**config.mk**
```make
export PLATFORM = sky130hd
export DESIGN_NAME = hamming_secded_decoder
export DESIGN_NICKNAME = d
export VERILOG_FILES = /design/src/rtl/hamming_secded_decoder.sv
export SDC_FILE = /design/constraint.sdc
export NUM_CORES = 1
export LEC_CHECK = 0
export ABC_AREA = 1
export BUFFER_PORTS_ARGS = -buffer_cell sky130_fd_sc_hd__buf_2
export CORE_UTILIZATION = 57
export CTS_CLUSTER_SIZE = 12
export DETAILED_ROUTE_END_ITERATION = 8
export PLACE_DENSITY = 0.93
export RECOVER_POWER = 100
export SETUP_SLACK_MARGIN = 0.05
export SLEW_MARGIN = 10
export SYNTH_ARGS = -nofsm -noshare
export SYNTH_HDL_FRONTEND = slang
export SYNTH_SLANG_ARGS = --single-unit
```
**constraint.sdc**
```tcl
create_clock -name clk -period 2.6 [get_ports clk]
set_input_delay 0.13 -clock clk [delete_from_list [all_inputs] [get_ports clk]]
set_output_delay 0.13 -clock clk [all_outputs]
set_load 0.02 [all_outputs]
```
**src/rtl/hamming_secded_decoder.sv**
```systemverilog
// SECDED decoder for 16-bit Hamming codewords carrying 11 data bits.
// Stage 1 registers the codeword with its syndrome and overall parity.
// Stage 2 classifies the error, corrects single-bit errors and registers the result.
// Saturating counters track corrected and uncorrectable words seen at the output handshake.
module hamming_secded_decoder #(
    parameter int CNT_W = 16
) (
    input  logic             clk,
    input  logic             rst,
    input  logic             in_valid,
    output logic             in_ready,
    input  logic [16:1]      in_code,
    output logic             out_valid,
    input  logic             out_ready,
    output logic [10:0]      out_data,
    output logic             out_single,
    output logic             out_double,
    output logic [3:0]       out_syndrome,
    input  logic             cnt_clr,
    output logic [CNT_W-1:0] cnt_single,
    output logic [CNT_W-1:0] cnt_double
);

    // Syndrome bit k is the parity of every position whose index has bit k set.
    function automatic logic [3:0] calc_syndrome(input logic [16:1] c);
        logic [3:0] s;
        s[0] = c[1] ^ c[3] ^ c[5]  ^ c[7]  ^ c[9]  ^ c[11] ^ c[13] ^ c[15];
        s[1] = c[2] ^ c[3] ^ c[6]  ^ c[7]  ^ c[10] ^ c[11] ^ c[14] ^ c[15];
        s[2] = c[4] ^ c[5] ^ c[6]  ^ c[7]  ^ c[12] ^ c[13] ^ c[14] ^ c[15];
        s[3] = c[8] ^ c[9] ^ c[10] ^ c[11] ^ c[12] ^ c[13] ^ c[14] ^ c[15];
        return s;
    endfunction

    // Flip the codeword bit addressed by a nonzero syndrome.
    function automatic logic [15:1] flip_bit(input logic [15:1] c, input logic [3:0] s);
        logic [15:1] r;
        r = c;
        for (int i = 1; i < 16; i++) begin
            if (int'(s) == i) begin
                r[i] = ~r[i];
            end
        end
        return r;
    endfunction

    // Data bits live in the non-power-of-two positions.
    function automatic logic [10:0] extract_data(input logic [15:1] c);
        return {c[15], c[14], c[13], c[12], c[11], c[10], c[9], c[7], c[6], c[5], c[3]};
    endfunction

    // Counter increment that sticks at all-ones.
    function automatic logic [CNT_W-1:0] sat_inc(input logic [CNT_W-1:0] c);
        return (c == {CNT_W{1'b1}}) ? c : c + 1'b1;
    endfunction

    logic              r_vld_p1;
    logic [15:1]       r_code_p1;
    logic [3:0]        r_syn_p1;
    logic              r_par_p1;

    logic              r_vld_p2;
    logic [10:0]       r_data_p2;
    logic              r_single_p2;
    logic              r_double_p2;
    logic [3:0]        r_syn_p2;

    logic [CNT_W-1:0]  r_cnt_single;
    logic [CNT_W-1:0]  r_cnt_double;

    logic              w_s2_adv;
    logic              w_s1_adv;
    logic              w_accept;
    logic              w_out_hs;
    logic              w_syn_nz;
    logic [15:1]       w_code_fix;
    logic              w_single;
    logic              w_double;

    assign w_s2_adv = !r_vld_p2 || out_ready;
    assign w_s1_adv = !r_vld_p1 || w_s2_adv;
    assign w_accept = in_valid && w_s1_adv;
    assign w_out_hs = r_vld_p2 && out_ready;

    // ---- stage 1: capture codeword, syndrome and overall parity ----

    // Load a new word whenever stage 1 is free to move.
    always_ff @(posedge clk or posedge rst) begin
        if (rst) begin
            r_vld_p1  <= 1'b0;
            r_code_p1 <= '0;
            r_syn_p1  <= '0;
            r_par_p1  <= 1'b0;
        end else if (w_s1_adv) begin
            r_vld_p1 <= in_valid;
            if (w_accept) begin
                r_code_p1 <= in_code[15:1];
                r_syn_p1  <= calc_syndrome(in_code);
                r_par_p1  <= ^in_code;
            end
        end
    end

    // ---- stage 2: classify, correct, extract ----

    // Odd overall parity means one flipped bit; a nonzero syndrome with even parity means two.
    always_comb begin
        w_syn_nz   = (r_syn_p1 != 4'd0);
        w_single   = r_par_p1;
        w_double   = w_syn_nz && !r_par_p1;
        w_code_fix = (w_syn_nz && r_par_p1) ? flip_bit(r_code_p1, r_syn_p1) : r_code_p1;
    end

    // Output register holds its contents while the consumer stalls.
    always_ff @(posedge clk or posedge rst) begin
        if (rst) begin
            r_vld_p2    <= 1'b0;
            r_data_p2   <= '0;
            r_single_p2 <= 1'b0;
            r_double_p2 <= 1'b0;
            r_syn_p2    <= '0;
        end else if (w_s2_adv) begin
            r_vld_p2 <= r_vld_p1;
            if (r_vld_p1) begin
                r_data_p2   <= extract_data(w_code_fix);
                r_single_p2 <= w_single;
                r_double_p2 <= w_double;
                r_syn_p2    <= r_syn_p1;
            end
        end
    end

    // ---- status counters on the output handshake ----

    // Clear wins over a same-cycle increment.
    always_ff @(posedge clk or posedge rst) begin
        if (rst) begin
            r_cnt_single <= '0;
            r_cnt_double <= '0;
        end else if (cnt_clr) begin
            r_cnt_single <= '0;
            r_cnt_double <= '0;
        end else if (w_out_hs) begin
            if (r_single_p2) begin
                r_cnt_single <= sat_inc(r_cnt_single);
            end
            if (r_double_p2) begin
                r_cnt_double <= sat_inc(r_cnt_double);
            end
        end
    end

    assign in_ready     = w_s1_adv;
    assign out_valid    = r_vld_p2;
    assign out_data     = r_data_p2;
    assign out_single   = r_single_p2;
    assign out_double   = r_double_p2;
    assign out_syndrome = r_syn_p2;
    assign cnt_single   = r_cnt_single;
    assign cnt_double   = r_cnt_double;

endmodule

```
==> key figures <==
Routing
  • DRT antenna net count: 0
  • Number of DRC markers in iteration 0: 216
  • Via count: 4070
  • Routed len/inst: 13.0 um
  • Via density: 5.36
  • DRC errors left: 0
  • Routed wire length: 9860 um
  • DRT Pass-1 Iters: 5

STA
  • Minimum clock period: 2.16 ns
  • Pins Over Slew Limit: 0
  • Sum Neg Setup Slack: 0 ns
  • Unrepaired setup endpoints after global routing: no
  • Worst slew margin: 0.0912
  • Setup WS post-layout: 0.441 ns
  • Max Fclk: 0.463 GHz
  • Tcrit/Tclk final: 0.830
  • Final setup vio count: 0
  • Final hold viol count: 0
  • Actual slew at the worst max-slew pin: 1.36 ns
  • Final Skew: 0.00694 ns

Power
  • Switching part of the total: 0.357
  • Flop pwr share: 0.416
  • Power, Total: 3.35 mW
  • Sw Pwr: 1.20 mW
  • Combinational share of power: 0.265
  • P_int: 2.15 mW
  • Clock power frac: 0.319
  • Maximum VDD drop: 0.000299 V
  • Lkg Pwr: 2.26 nW
  • Pwr Density: 709 nW/um2

Global routing
  • GRT Total Usage: 0.277
  • Largest net degree at the start of global routing: 39
  • First-pass GRT wire length: 16300 um
  • Vias in the first global route: 3670
  • Global route overflow: 0
  • Initial antenna violation count: 0

Critical path
  • Worst reg2reg path startpoint: cnt_double[0]
  • Crit end category: register
  • Type of the worst setup path: register to register
  • WP data arrival: 2.39 ns
  • Worst Path Required: 2.83 ns
  • CP Launch Point: cnt_double[0]
  • R2r setup slk: 0.44 ns
  • Critical Path Fanout Max: 24
  • CP Launch Type: register

Final layout
  • Fin nets: 681
  • Most frequent cells in the layout: 206 x nand2_1, 67 x dfrtp_1, 60 x inv_1
  • Commonest non-fill, non-tap cell in the layout: nand2_1
  • Share of layout cells above drive strength 1: 0.0784
  • P&R area growth vs syn: 14.6%
  • Area occupied by multi-input gates: 2120 um2
  • Register area: 1680 um2
  • ANT cells: 0
  • Fill cells: 597
  • Post-route cell area: 4730 um2

Synthesis
  • Cell variety after synth: 25
  • Mapped Cells: 584
  • Yosys top cell area share: 0.406
  • #FFs+latches synth: 67
  • Top cells by area, synth: dfrtp_1 41%, nand2_1 19%, o21ai_0 5.9%
  • Yosys warnings: 0
  • Mapped Avg Cell Area: 7.07 um2
  • Post-Syn Area: 4130 um2
  • Register area share after synthesis: 0.406
  • Yosys top cell by area: dfrtp_1
  • Post-synthesis net count: 607

Floorplan
  • Die area: 7580 um2
  • Die Width: 87.1 um
  • Initial Util: 0.597
  • Core area: 6910 um2
  • IO Pins: 72
  • Die Ht: 87.1 um
  • Row count: 30

Clocking
  • CTS Buf Count: 9
  • Maximum root-to-sink buffer count: 2
  • TritonCTS Sinks: 67
  • CTS tree: done
  • H-tree levels: 3
  • CTS clk-pin slew, worst paths: 0.07 ns
  • Post_cts resized: 0
  • Root Buffer Master: clkbuf_8
  • Clk_lat worst skew: 0.35 ns

Place
  • Post-DP Area: 4560 um2
  • Worst slack, placed: 0.609 ns
  • GPL Wtd Cong: 0.891
  • Port bufs: 71
  • Post-DP HPWL: 7080 um

Run
  • Max Cap Violations: 0

Min path
  • Min-delay src: in_code[3]
  • Worst hold path type: primary input to register

Status
  • Status: finished, final reports clean
==> cell usage after synthesis (all sizes together) <==
cell and n:
nand2 206, dfrtp 67, inv 61, nor2 51, o21ai 51, nand3 49
xnor2 22, xor2 20, nand4 15, nor3 13, buf 10, clkbuf 5
or2 5, a31o 4, ha 2, a21oi 1, nand3b 1, nor3b 1
==> power by group through the flow <==
| stage | clock [mW] | sequential, mW | combinational, mW |
|---|---|---|---|
| 2_1_floorplan | 0 | 1.53 | 0.494 |
| 6_report | 1.07 | 1.39 | 0.887 |
| 5_1_grt | 1.15 | 1.42 | 0.996 |
| 3_5_place_dp | 0 | 1.40 | 0.926 |
| 3_3_place_gp | 0 | 1.39 | 0.891 |
| 4_1_cts | 1.08 | 1.39 | 0.933 |
==> through the flow <==
step	std cells	hold WS, ns	utilization
2_1_floorplan	584	0.240	-
3_3_place_gp	742	0.00328	0.660
3_5_place_dp	742	0.00549	0.660
4_1_cts	759	0.0602	0.698
5_1_grt	759	0.0632	0.684
6_report	759	0.0678	0.684
==> logic make-up after synthesis <==
kind of cell / count (synthesis) / share of synthesized area
AO/OA/AOI/OAI: 56 / 0.0716
XOR/XNOR: 42 / 0.0891
adder cells (fa/ha/maj): 2 / 0.00606
buffers and inverters: 76 / 0.0767
flip-flops: 67 / 0.406
AND/OR/NAND/NOR: 341 / 0.350
==> routing by layer <==
metal  vias to the layer above  routed length (um)  track usage  part of all wire
met4                         0                 296        0.153             0.030
met5                         -                   0            0                 0
met1                      1854                4020        0.328              0.41
met2                       176                4970        0.484              0.50
met3                        29                 566       0.0379             0.057
li1                       2011                   -            -                 -
==> critical path, cell delays in order (launching register included) <==
cell     delay [ns]
dfrtp_1        0.44
ha_1           0.27
nand3_1        0.14
nor3_1         0.29
nand4_1        0.16
nand3_2        0.35
inv_1          0.21
nand3_1        0.11
nand2_1        0.06
==> repair_timing <==
action,CTS,global route
hold buffers,1,0
buffers inserted,0,0
setup endpoints to repair,0,0
endpoints found under the hold margin,67,0
==> flip-flops by register name, summed over array words and instances, names as in the netlist, 4 cells and up <==
register,cells
cnt_double,16
cnt_single,16
out_data,11
r_code_p1,11
out_syndrome,4
r_syn_p1,4
==> final cells by class <==
type	count	share of cell area
Clock inverter	6	0.0236
Tap cell	96	0.0254
Multi-Input combinational cell	441	0.449
Clock buffer	10	0.0291
Sequential cell	67	0.355
Timing Repair Buffer	78	0.0696
Inverter	61	0.0484
==> path summary, 6_finish.rpt <==
check                                        to  cells past startpoint
worst max-delay path              cnt_double[6]                      8
worst min-delay path               r_code_p1[3]                      3
worst max register to register    cnt_double[6]                      8
worst min register to register  out_syndrome[3]                      2
max in group asynchronous         cnt_double[2]                      4
min in group asynchronous           out_data[5]                      3
Power figures use the tool's default switching activity.
